## src/rtl/chain_driver.sv

```systemverilog
// -----------------------------------------------------------------------------
// chain_driver
//
// Purpose:
//   Serialises one DATA_LEN-bit word into an external serial shift-register
//   chain, LSB first. While shifting, it collects the chain's previous contents
//   from chain_return. A single update pulse then commits the new contents,
//   and the collected word is offered downstream on a valid/ready handshake.
//
// Ports:
//   clk           rising-edge clock
//   reset         synchronous, active-low reset
//   in_valid      upstream word available
//   in_ready      driver idle and accepting a word
//   in_data       word to load; bit i ends up in chain cell i
//   chain_data    serial bit to the chain's data_in (0 outside SHIFT)
//   chain_enable  one-cycle shift strobe, once every SHIFT_DIV cycles
//   chain_update  one-cycle commit strobe after the last shift
//   chain_return  chain data_out (content of cell 0)
//   out_valid     readback word available
//   out_ready     downstream accepts the readback word
//   out_data      previous chain contents; bit i = former cell i
//   busy          high whenever the driver is not idle
// -----------------------------------------------------------------------------
module chain_driver #(
    parameter int unsigned DATA_LEN  = 8,
    parameter int unsigned SHIFT_DIV = 1
) (
    input  logic                clk,
    input  logic                reset,
    input  logic                in_valid,
    output logic                in_ready,
    input  logic [DATA_LEN-1:0] in_data,
    output logic                chain_data,
    output logic                chain_enable,
    output logic                chain_update,
    input  logic                chain_return,
    output logic                out_valid,
    input  logic                out_ready,
    output logic [DATA_LEN-1:0] out_data,
    output logic                busy
);

    localparam int unsigned CW = $clog2(DATA_LEN + 1);

    localparam logic [1:0] IDLE   = 2'd0;
    localparam logic [1:0] SHIFT  = 2'd1;
    localparam logic [1:0] UPDATE = 2'd2;
    localparam logic [1:0] RESP   = 2'd3;

    localparam logic [7:0]    DIV_LAST = 8'(SHIFT_DIV - 1);
    localparam logic [CW-1:0] CNT_LAST = CW'(DATA_LEN - 1);

    logic [1:0]          r_state;
    logic [DATA_LEN-1:0] r_tx;
    logic [DATA_LEN-1:0] r_rx;
    logic [CW-1:0]       r_cnt;
    logic [7:0]          r_div;

    logic w_enable;

    // One shift step per SHIFT_DIV cycles: strobe on the last divider count.
    assign w_enable = (r_state == SHIFT) && (r_div == DIV_LAST);

    always_ff @(posedge clk) begin
        if (!reset) begin
            r_state <= IDLE;
            r_tx    <= '0;
            r_rx    <= '0;
            r_cnt   <= '0;
            r_div   <= '0;
        end else begin
            case (r_state)
                IDLE: begin
                    if (in_valid) begin
                        r_tx    <= in_data;
                        r_cnt   <= '0;
                        r_div   <= '0;
                        r_state <= SHIFT;
                    end
                end
                SHIFT: begin
                    if (w_enable) begin
                        r_div <= '0;
                        r_tx  <= r_tx >> 1;
                        // Cell 0 comes out first, so after DATA_LEN steps the
                        // first returned bit has walked down to rx bit 0.
                        r_rx  <= {chain_return, r_rx[DATA_LEN-1:1]};
                        r_cnt <= r_cnt + 1'b1;
                        if (r_cnt == CNT_LAST) begin
                            r_state <= UPDATE;
                        end
                    end else begin
                        r_div <= r_div + 8'd1;
                    end
                end
                UPDATE: begin
                    r_state <= RESP;
                end
                RESP: begin
                    if (out_ready) begin
                        r_state <= IDLE;
                    end
                end
                default: begin
                    r_state <= IDLE;
                end
            endcase
        end
    end

    assign in_ready     = (r_state == IDLE);
    assign chain_data   = (r_state == SHIFT) & r_tx[0];
    assign chain_enable = w_enable;
    assign chain_update = (r_state == UPDATE);
    assign out_valid    = (r_state == RESP);
    assign out_data     = r_rx;
    assign busy         = (r_state != IDLE);

endmodule

```

## config.mk

```make
export PLATFORM = sky130hd
export DESIGN_NAME = chain_driver
export DESIGN_NICKNAME = d
export VERILOG_FILES = /design/src/rtl/chain_driver.sv
export SDC_FILE = /design/constraint.sdc
export NUM_CORES = 1
export LEC_CHECK = 0
export CAP_MARGIN = 20
export CORE_MARGIN = 2
export CORE_UTILIZATION = 46
export CTS_CLUSTER_SIZE = 40
export DETAILED_ROUTE_END_ITERATION = 12
export PLACE_DENSITY_LB_ADDON = 0.05
export SLEW_MARGIN = 10
export SYNTH_ARGS = -nofsm -noshare
export SYNTH_HDL_FRONTEND = slang
export SYNTH_SLANG_ARGS = --single-unit
```

## constraint.sdc

```tcl
create_clock -name clk -period 1.8 [get_ports clk]
set_clock_uncertainty 0.1 [all_clocks]
set_input_delay 0.18 -clock clk [delete_from_list [all_inputs] [get_ports clk]]
set_output_delay 0.18 -clock clk [all_outputs]
set_load 0.005 [all_outputs]
```

After elaboration in Yosys (flattened, before gate mapping)
Index checks and enable logic that the tools add are counted.
Widths: inputs -> output; s select.
- register bits after elaboration: 30
- input bits: 13
- $add $sub $neg: 2
- equal/unequal tests: 8
- muxes and demuxes: 14
- bitwise gates (word level): 1
- reductions and logical operators: 9
- operator list (cell ; count):
    $mux 8 ; 4
    $pmux 8 s2 ; 2
    $add 8x1->8 const B ; 1
    $logic_not 8->1 ; 1
    $mux 2 ; 4
    $mux 4 ; 2
    $pmux 2 s4 ; 1
    $pmux 4 s2 ; 1
    $add 4x1->4 const B ; 1
    $eq 2x2->1 const B ; 2
    $eq 4x3->1 const B ; 1
    $ne 2x1->1 const B ; 2
    $ne 2x2->1 const B ; 2
    $reduce_and 2->1 ; 2
    $reduce_and 4->1 ; 1
    $reduce_bool 2->1 ; 2
    $reduce_and 3->1 ; 1
    $eq 2x1->1 const B ; 1
    $logic_not 2->1 ; 1
    $and 1x1->1 ; 1
    $logic_and 1x1->1 ; 1

Depth between registers and ports, before layout
Gate-level depths: netlist of run 1.
- depth in word-level cells: 4
- mapped depth: 7

Worst setup path after synthesis of run 1
OpenSTA, ideal clock, no wires.
- path kind: flip-flop to flip-flop
- start: register r_state[0]
- end: register r_tx[0]
- data arrival time: 1695 ps
- slack: -113 ps
- stages on the path, launching flop included: 6
- path buffers: 0
- path through: dfxtp_1 inv_1 ha_1 mux2i_1 nor2_1 o221a_2
- RTL lines (element ; RTL line ; source):
    start: declaration ; 54 ; logic [1:0] r_state;
    start signal: assignment ; 67 ; r_state <= IDLE;
    start signal: assignment ; 79 ; r_state <= SHIFT;
    start signal: assignment ; 91 ; r_state <= UPDATE;
    $logic_not 2->1 * ; -- ;
    via in_ready ; 32 ; output logic in_ready,
    $ne 2x2->1 (no source line) or $reduce_bool 2->1 (tied branches) ; -- ;
    $reduce_and 3->1 (no source line) ; -- ;
    end signal: assignment ; 76 ; r_tx <= in_data;
    end signal: assignment ; 85 ; r_tx <= r_tx >> 1;
    end: declaration ; 55 ; logic [DATA_LEN-1:0] r_tx;
The timed path passes the listed nets; every way through them passes the cells marked *.
A chain may end at the register's enable or synchronous reset.

Final worst setup path of run 1
- start: register r_state[1]
- end: output port out_valid
- longest elaborated chain between the ends: 1
- RTL lines (element ; RTL line ; source):
    $eq 2x2->1 ; 116 ; assign out_valid = (r_state == RESP);
    end: declaration ; 38 ; output logic out_valid,
Every way passes these cells.

==> results of run 1 <==
[worst min-delay path by stage]
| stage | startpoint | end | slack, ps | cells past startpoint |
|---|---|---|---|---|
| after detailed placement | r_tx[7] | r_tx[7] | 360 | 2 |
| after CTS | chain_return | out_data[7] | 340 | 3 |
| after floorplan | chain_return | out_data[7] | 220 | 2 |
| after global placement | out_data[0] | out_data[0] | 350 | 2 |
| after global routing | chain_return | out_data[7] | 360 | 3 |
| final | chain_return | out_data[7] | 330 | 3 |
[what timing repair did]
| item | CTS | global route |
|---|---|---|
| hold endpoints to repair | 0 | 0 |
| setup endpoints to repair | 16 | 16 |
| resized for setup | 25 | 10 |
| buffers inserted | 6 | 3 |
| pin swaps | 5 | 2 |
[critical path: stages, from the launching register on]
cell and delay, ps:
dfxtp_2 360, buf_4 120, ha_1 170, clkdlybuf4s50_1 510
[through the flow]
step	cell area (um2)	total power, mW	instances	hold slack, ps
2_1_floorplan	1510	1.50	173	225
5_1_grt	2170	2.89	275	355
4_1_cts	2130	2.61	272	336
6_report	2170	2.70	275	327
3_3_place_gp	1960	1.97	258	351
3_5_place_dp	1960	2.01	258	365
[kinds of logic after synthesis]
group | share of synthesized area
XOR/XNOR | 0.0232
multiplexers | 0.0805
adder cells (fa/ha/maj) | 0.0664
AND/OR/NAND/NOR | 0.229
buffers and inverters | 0.0440
flip-flops | 0.398
AO/OA/AOI/OAI | 0.159
[placed cells by master (no fill, tap or decap), types with 3 or more instances in the layout]
cell,n
nor2_1,8
a21boi_0,9
nand3_1,7
o21ai_0,4
clkbuf_4,5
dfxtp_1,26
nor3_1,3
ha_4,3
buf_4,28
nand2_1,35
dfxtp_2,3
nand4_1,5
clkdlybuf4s50_1,22
mux2i_1,10
inv_1,6
o221a_2,7
ha_1,5
nor2b_1,3
[registers in the layout, indices dropped and copies added, names as in the netlist]
| register | count |
|---|---|
| out_data | 8 |
| r_cnt | 4 |
| r_div | 8 |
| r_state | 2 |
| r_tx | 8 |
[Yosys cell counts, drive strengths merged, types with 5 or more instances]
cell type   n
nand2      37
dfxtp      30
a21boi     11
mux2i      11
inv        10
nor2        9
ha          8
nand3       8
o221a       7
nand4       5
o21ai       5
[power groups by stage]
| stage | clock, mW | sequential, mW | combinational [mW] |
|---|---|---|---|
| 2_1_floorplan | 0 | 0.856 | 0.645 |
| 3_5_place_dp | 0 | 0.863 | 1.15 |
| 4_1_cts | 0.433 | 0.872 | 1.31 |
| 6_report | 0.426 | 0.872 | 1.40 |
| 3_3_place_gp | 0 | 0.857 | 1.11 |
| 5_1_grt | 0.458 | 0.888 | 1.54 |
[final cells by class]
cell class / count / area share
Clock buffer: 7 / 0.0253
Sequential cell: 30 / 0.280
Inverter: 11 / 0.0219
Timing Repair Buffer: 56 / 0.225
Clock inverter: 1 / 0.00230
Tap cell: 44 / 0.0253
Multi-Input combinational cell: 126 / 0.421
[routing by layer]
layer | share of wire | wire length (um)
met5 | 0 | 0
met4 | 0.025 | 86
met3 | 0.047 | 162
met2 | 0.48 | 1670
met1 | 0.44 | 1540
==> summary.md, run 1 <==
| Metric | Value |
|---|---|
| Status | `finished clean` |
| DRT iter0 DRCs | `41` |
| Filler Cells Inserted | `about 260` |
| Synth top area share | `0.398` |
| Clk sink count | `30` |
| Cell taking the most area after synthesis | `dfxtp_1` |
| Leading post-synthesis cells by cell area | `dfxtp_1 (40%), nand2_1 (9.0%), mux2i_1 (7.3%)` |
| Routed wire length | `about 3.5 mm` |
| Util after Layout | `0.706` |
| Initial antenna violation count | `0` |
| Slew at the pin closest to its max-slew limit | `~410 ps` |
| Max Cap Viol | `0` |
| Worst Setup Start Kind | `register` |
| Crit Path Class | `register to output pin` |
| Setup TNS | `0 ps` |
| Die Y | `61.3 um` |
| Dpl ws | `-37.9 ps` |
| GR Util met3 | `0.0378` |
| Initial Util | `0.490` |
| Area Overhead vs Synth | `44.1%` |
| Reg2Reg Launch Point | `r_div[0]` |
| Async S/R FF share, synth | `0` |
| Site Rows | `20` |
| Sequential share of power | `0.323` |
| VDD IR max | `about 950 uV` |
| Pwr Density | `about 1200 nW/um2` |
| Fin nets | `approximately 250` |
| Clock-pin slew on the worst setup and hold paths | `approximately 90 ps` |
| Synth Area per Inst | `8.72 um2` |
| Synth Warn # | `0` |
| FF-to-FF path depth | `8` |
| WL/cell | `12.6 um` |
| Final Cycle Share | `0.982` |
| Min-delay worst type | `primary input to register` |
| Post-route DRC | `0` |
| Grt met1 use | `0.239` |
| Clk buf depth | `2` |
| Min cycle time layout | `~1800 ps` |
| Post-Syn Nets | `194` |
| P_sw | `around 0.97 mW` |
| Largest net degree at the start of global routing | `14` |
| Comb pwr share | `0.520` |
| PortBufs | `26` |
| Post-Synthesis Cells | `about 170` |
| Crit end category | `output pin` |
| Unrepaired setup endpoints after global routing | `true` |
| Max-slew violations | `0` |
| CTS tree | `yes` |
| Gr ovfl total | `0` |
| RR Endpoint | `r_cnt[3]` |
| Via count | `around 1400` |
| Vias in the first global route | `1305` |
| Root Driver | `clkbuf_4` |
| # H-tree levels | `2` |
| Post-synth EDFFs | `0` |
| Mapped cell area | `1510 um2` |
| CP Capture Point | `out_valid` |
| Data arrival, critical path | `about 1500 ps` |
| Critical path launch point | `r_state[1]` |
| First-pass GRT wire length | `5.52 mm` |
| Gpl congestion | `between 0.8 and 0.9` |
| Hold_buf cts | `0` |
| Yosys reg bits | `30` |
| Worst-Skew Late Latency | `330 ps` |
| Clock buffer count from CTS | `5` |
| Register area share after synthesis | `0.398` |
| Fraction of layout instances using a drive strength above 1 | `0.290` |
| Die width | `61.3 um` |
| Routed vias/inst | `approximately 5.3` |
| Met2 usage in global routing | `0.342` |
| Final ANT Viol Nets | `0` |
| Die ar. | `3750 um2` |
| CORE AREA | `about 3000 um2` |
| Sw frac | `0.359` |
| Area of the multi-input gates | `around 900 um2` |
| Library cells used by synthesis | `34` |
| Critical path fanouts, max | `3` |
| IO Count | `27` |
| All-layer global routing usage | `0.200` |
| GR peak layer | `met2` |
| Final worst slack | `~32 ps` |
| Most used DFF post-synth | `dfxtp_1` |
| Sequential Area | `608 um2` |
| Required @ worst endpoint | `around 1500 ps` |
| Hold violation count in the final report | `0` |
| Ant diodes | `0` |
| Leak | `approximately 0.85 nW` |
| Peak Freq | `around 570 MHz` |
| Max-slew headroom | `0.728` |
| Final Setup Violations | `0` |
| Cell Int Power | `roughly 1.7 mW` |
| DP HPWL | `about 2.4 mm` |
| Clock power frac | `0.158` |
| Initial DRT Pass Iterations | `5` |
| Reg-to-reg slack, setup | `70 ps` |
(Power assumes the default switching activity.)
==> run 2: changes to the inputs <==
Settings changed: PLACE_DENSITY_LB_ADDON 0.05 to 0.15.
==> run 2 against run 1 <==
Die area unchanged. Critical path depth increased by 5. Clock power decreased by 13%. Routed wire length increased by 5.7%. Combinational power decreased by 4%. Cell area decreased by 1.3%. Non-clock buffer count decreased by 3. Largest power group unchanged.
==> summary.md, run 2 (synthesis results as in run 1) <==
| Metric | Value |
|---|---|
| All-layer global routing usage | `0.213` |
| Clock buffer count from CTS | `5` |
| # H-tree levels | `2` |
| Site Rows | `20` |
| PortBufs | `26` |
| Gpl congestion | `about 0.8` |
| Filler Cells Inserted | `252` |
| Placed insts | `between 200 and 300` |
| P_sw | `between 0.9 and 1 mW` |
| Fraction of layout instances using a drive strength above 1 | `0.282` |
| Min cycle time layout | `~1800 ps` |
| Sequential Area | `between 600 and 700 um2` |
| Max Cap Viol | `0` |
| Commonest non-fill, non-tap cell in the layout | `nand2_1` |
| Required @ worst endpoint | `roughly 2000 ps` |
| Data arrival, critical path | `1930 ps` |
| Pwr Density | `between 1000 and 1500 nW/um2` |
| Sw frac | `0.365` |
| Final Power | `about 2.6 mW` |
| Peak Freq | `about 570 MHz` |
| Sequential share of power | `0.338` |
| Clock power frac | `0.144` |
| Util after Layout | `0.697` |
| Clk buf depth | `2` |
| Reg2Reg Launch Point | `r_div[0]` |
| Crit end category | `register` |
| Die width | `slightly above 60 um` |
| Clk sink count | `30` |
| Max-slew violations | `0` |
| WHS Path Cells | `3` |
| Routed wire length | `3.65 mm` |
| Leak | `approximately 0.86 nW` |
| Worst-Skew Late Latency | `330 ps` |
| Clock-pin slew on the worst setup and hold paths | `90 ps` |
| Area Overhead vs Synth | `42.2%` |
| Worst Setup Start Kind | `register` |
| Hold wc startpoint | `chain_return` |
| First-pass GRT wire length | `slightly below 6 mm` |
| Comb pwr share | `0.518` |
| Gr ovfl total | `0` |
| WL/cell | `approximately 13 um` |
| Placed Instance Area | `between 1500 and 2000 um2` |
| Critical path fanouts, max | `4` |
| Setup TNS | `0 ps` |
| Most frequent cells in the layout | `nand2_1 (36), dfxtp_1 (26), buf_4 (25)` |
| Max-slew headroom | `0.728` |
| Largest net degree at the start of global routing | `21` |
| DRT iter0 DRCs | `62` |
| Min-delay worst type | `primary input to register` |
| Initial DRT Pass Iterations | `4` |
| Routed vias/inst | `approximately 5` |
| Vias in the first global route | `approximately 1300` |
| Initial antenna violation count | `0` |
| DP HPWL | `approximately 2.5 mm` |
| Status | `finished clean` |
| Via count | `between 1000 and 1500` |
| Final Setup Violations | `0` |
| VDD IR max | `just under 900 uV` |
| Die ar. | `about 3800 um2` |
| Slew at the pin closest to its max-slew limit | `around 410 ps` |
| Critical path launch point | `r_div[0]` |
| Fin Hold WS | `roughly 300 ps` |
| FF-to-FF path depth | `8` |
| Dpl ws | `-28.4 ps` |
| Cell Int Power | `between 1.5 and 2 mW` |
| Initial Util | `0.490` |
| Root Driver | `clkbuf_4` |
| Final ANT Viol Nets | `0` |
| CORE AREA | `between 3000 and 4000 um2` |
| Hold_buf cts | `0` |
| IO Count | `27` |
| Ant diodes | `0` |
| Die Y | `between 60 and 70 um` |
| Hold violation count in the final report | `0` |
| Unrepaired setup endpoints after global routing | `true` |
| CTS tree | `yes` |
| Area of the multi-input gates | `a little over 900 um2` |
| Fin nets | `around 250` |
| Final Cycle Share | `0.982` |
| Design Area, Final | `approximately 2100 um2` |
| Post-route DRC | `0` |
| Crit Path Class | `register to register` |
| Final worst slack | `between 30 and 40 ps` |
| Non-Filler Instances | `271` |
-- run 2: cell count changes in the layout (fill, tap and decap cells not counted), moves of 2 or more --
cell             previous run  this run
nand3_2                     0         2
buf_4                      28        25
clkinv_2                    2         0
o311ai_2                    0         2
clkdlybuf4s50_1            22        20
-- run 2: timing repair --
action                                  in CTS  in global routing
hold endpoints to repair                     0                  0
endpoints found under the setup margin      10                 17
pin swaps                                    4                  5
gates resized for setup                     24                 15
setup buffers                                5                  1
-- run 2: power by group through the flow --
stage	registers [mW]	logic, mW	clock network, mW
after floorplan	0.856	0.645	0
after global placement	0.857	1.12	0
after detailed placement	0.863	1.15	0
after CTS	0.869	1.29	0.378
after global routing	0.886	1.45	0.403
final	0.873	1.34	0.371
-- run 2: layout make-up --
cell class | instances | area share
multi-input cells | 126 | 0.429
flip-flops and latches | 30 | 0.284
repair buffers | 53 | 0.219
well taps | 44 | 0.0257
inverters | 11 | 0.0216
clock buffers | 7 | 0.0210
-- run 2: critical path, cell delays in order (launching register included) --
cell and delay (ps):
dfxtp_2 340, inv_2 70, ha_4 120, nor4b_4 210, buf_4 180, buf_6 110
nand2_2 50, or4_1 390, a21boi_1 140
-- run 2: layer usage --
metal | track usage | vias up | wire [um]
met5 | 0 | - | 0
met4 | 0.0745 | 0 | 46
met3 | 0.0630 | 6 | 115
met2 | 0.360 | 21 | 1840
met1 | 0.256 | 655 | 1650
li1 | - | 710 | -
-- run 2: path summary, 6_finish.rpt --
check | endpoint | slack (ps)
hold / removal | out_data[7] | 300
setup reg to reg | r_cnt[3] | 30
hold reg to reg | r_tx[7] | 370
setup / recovery | r_cnt[3] | 30
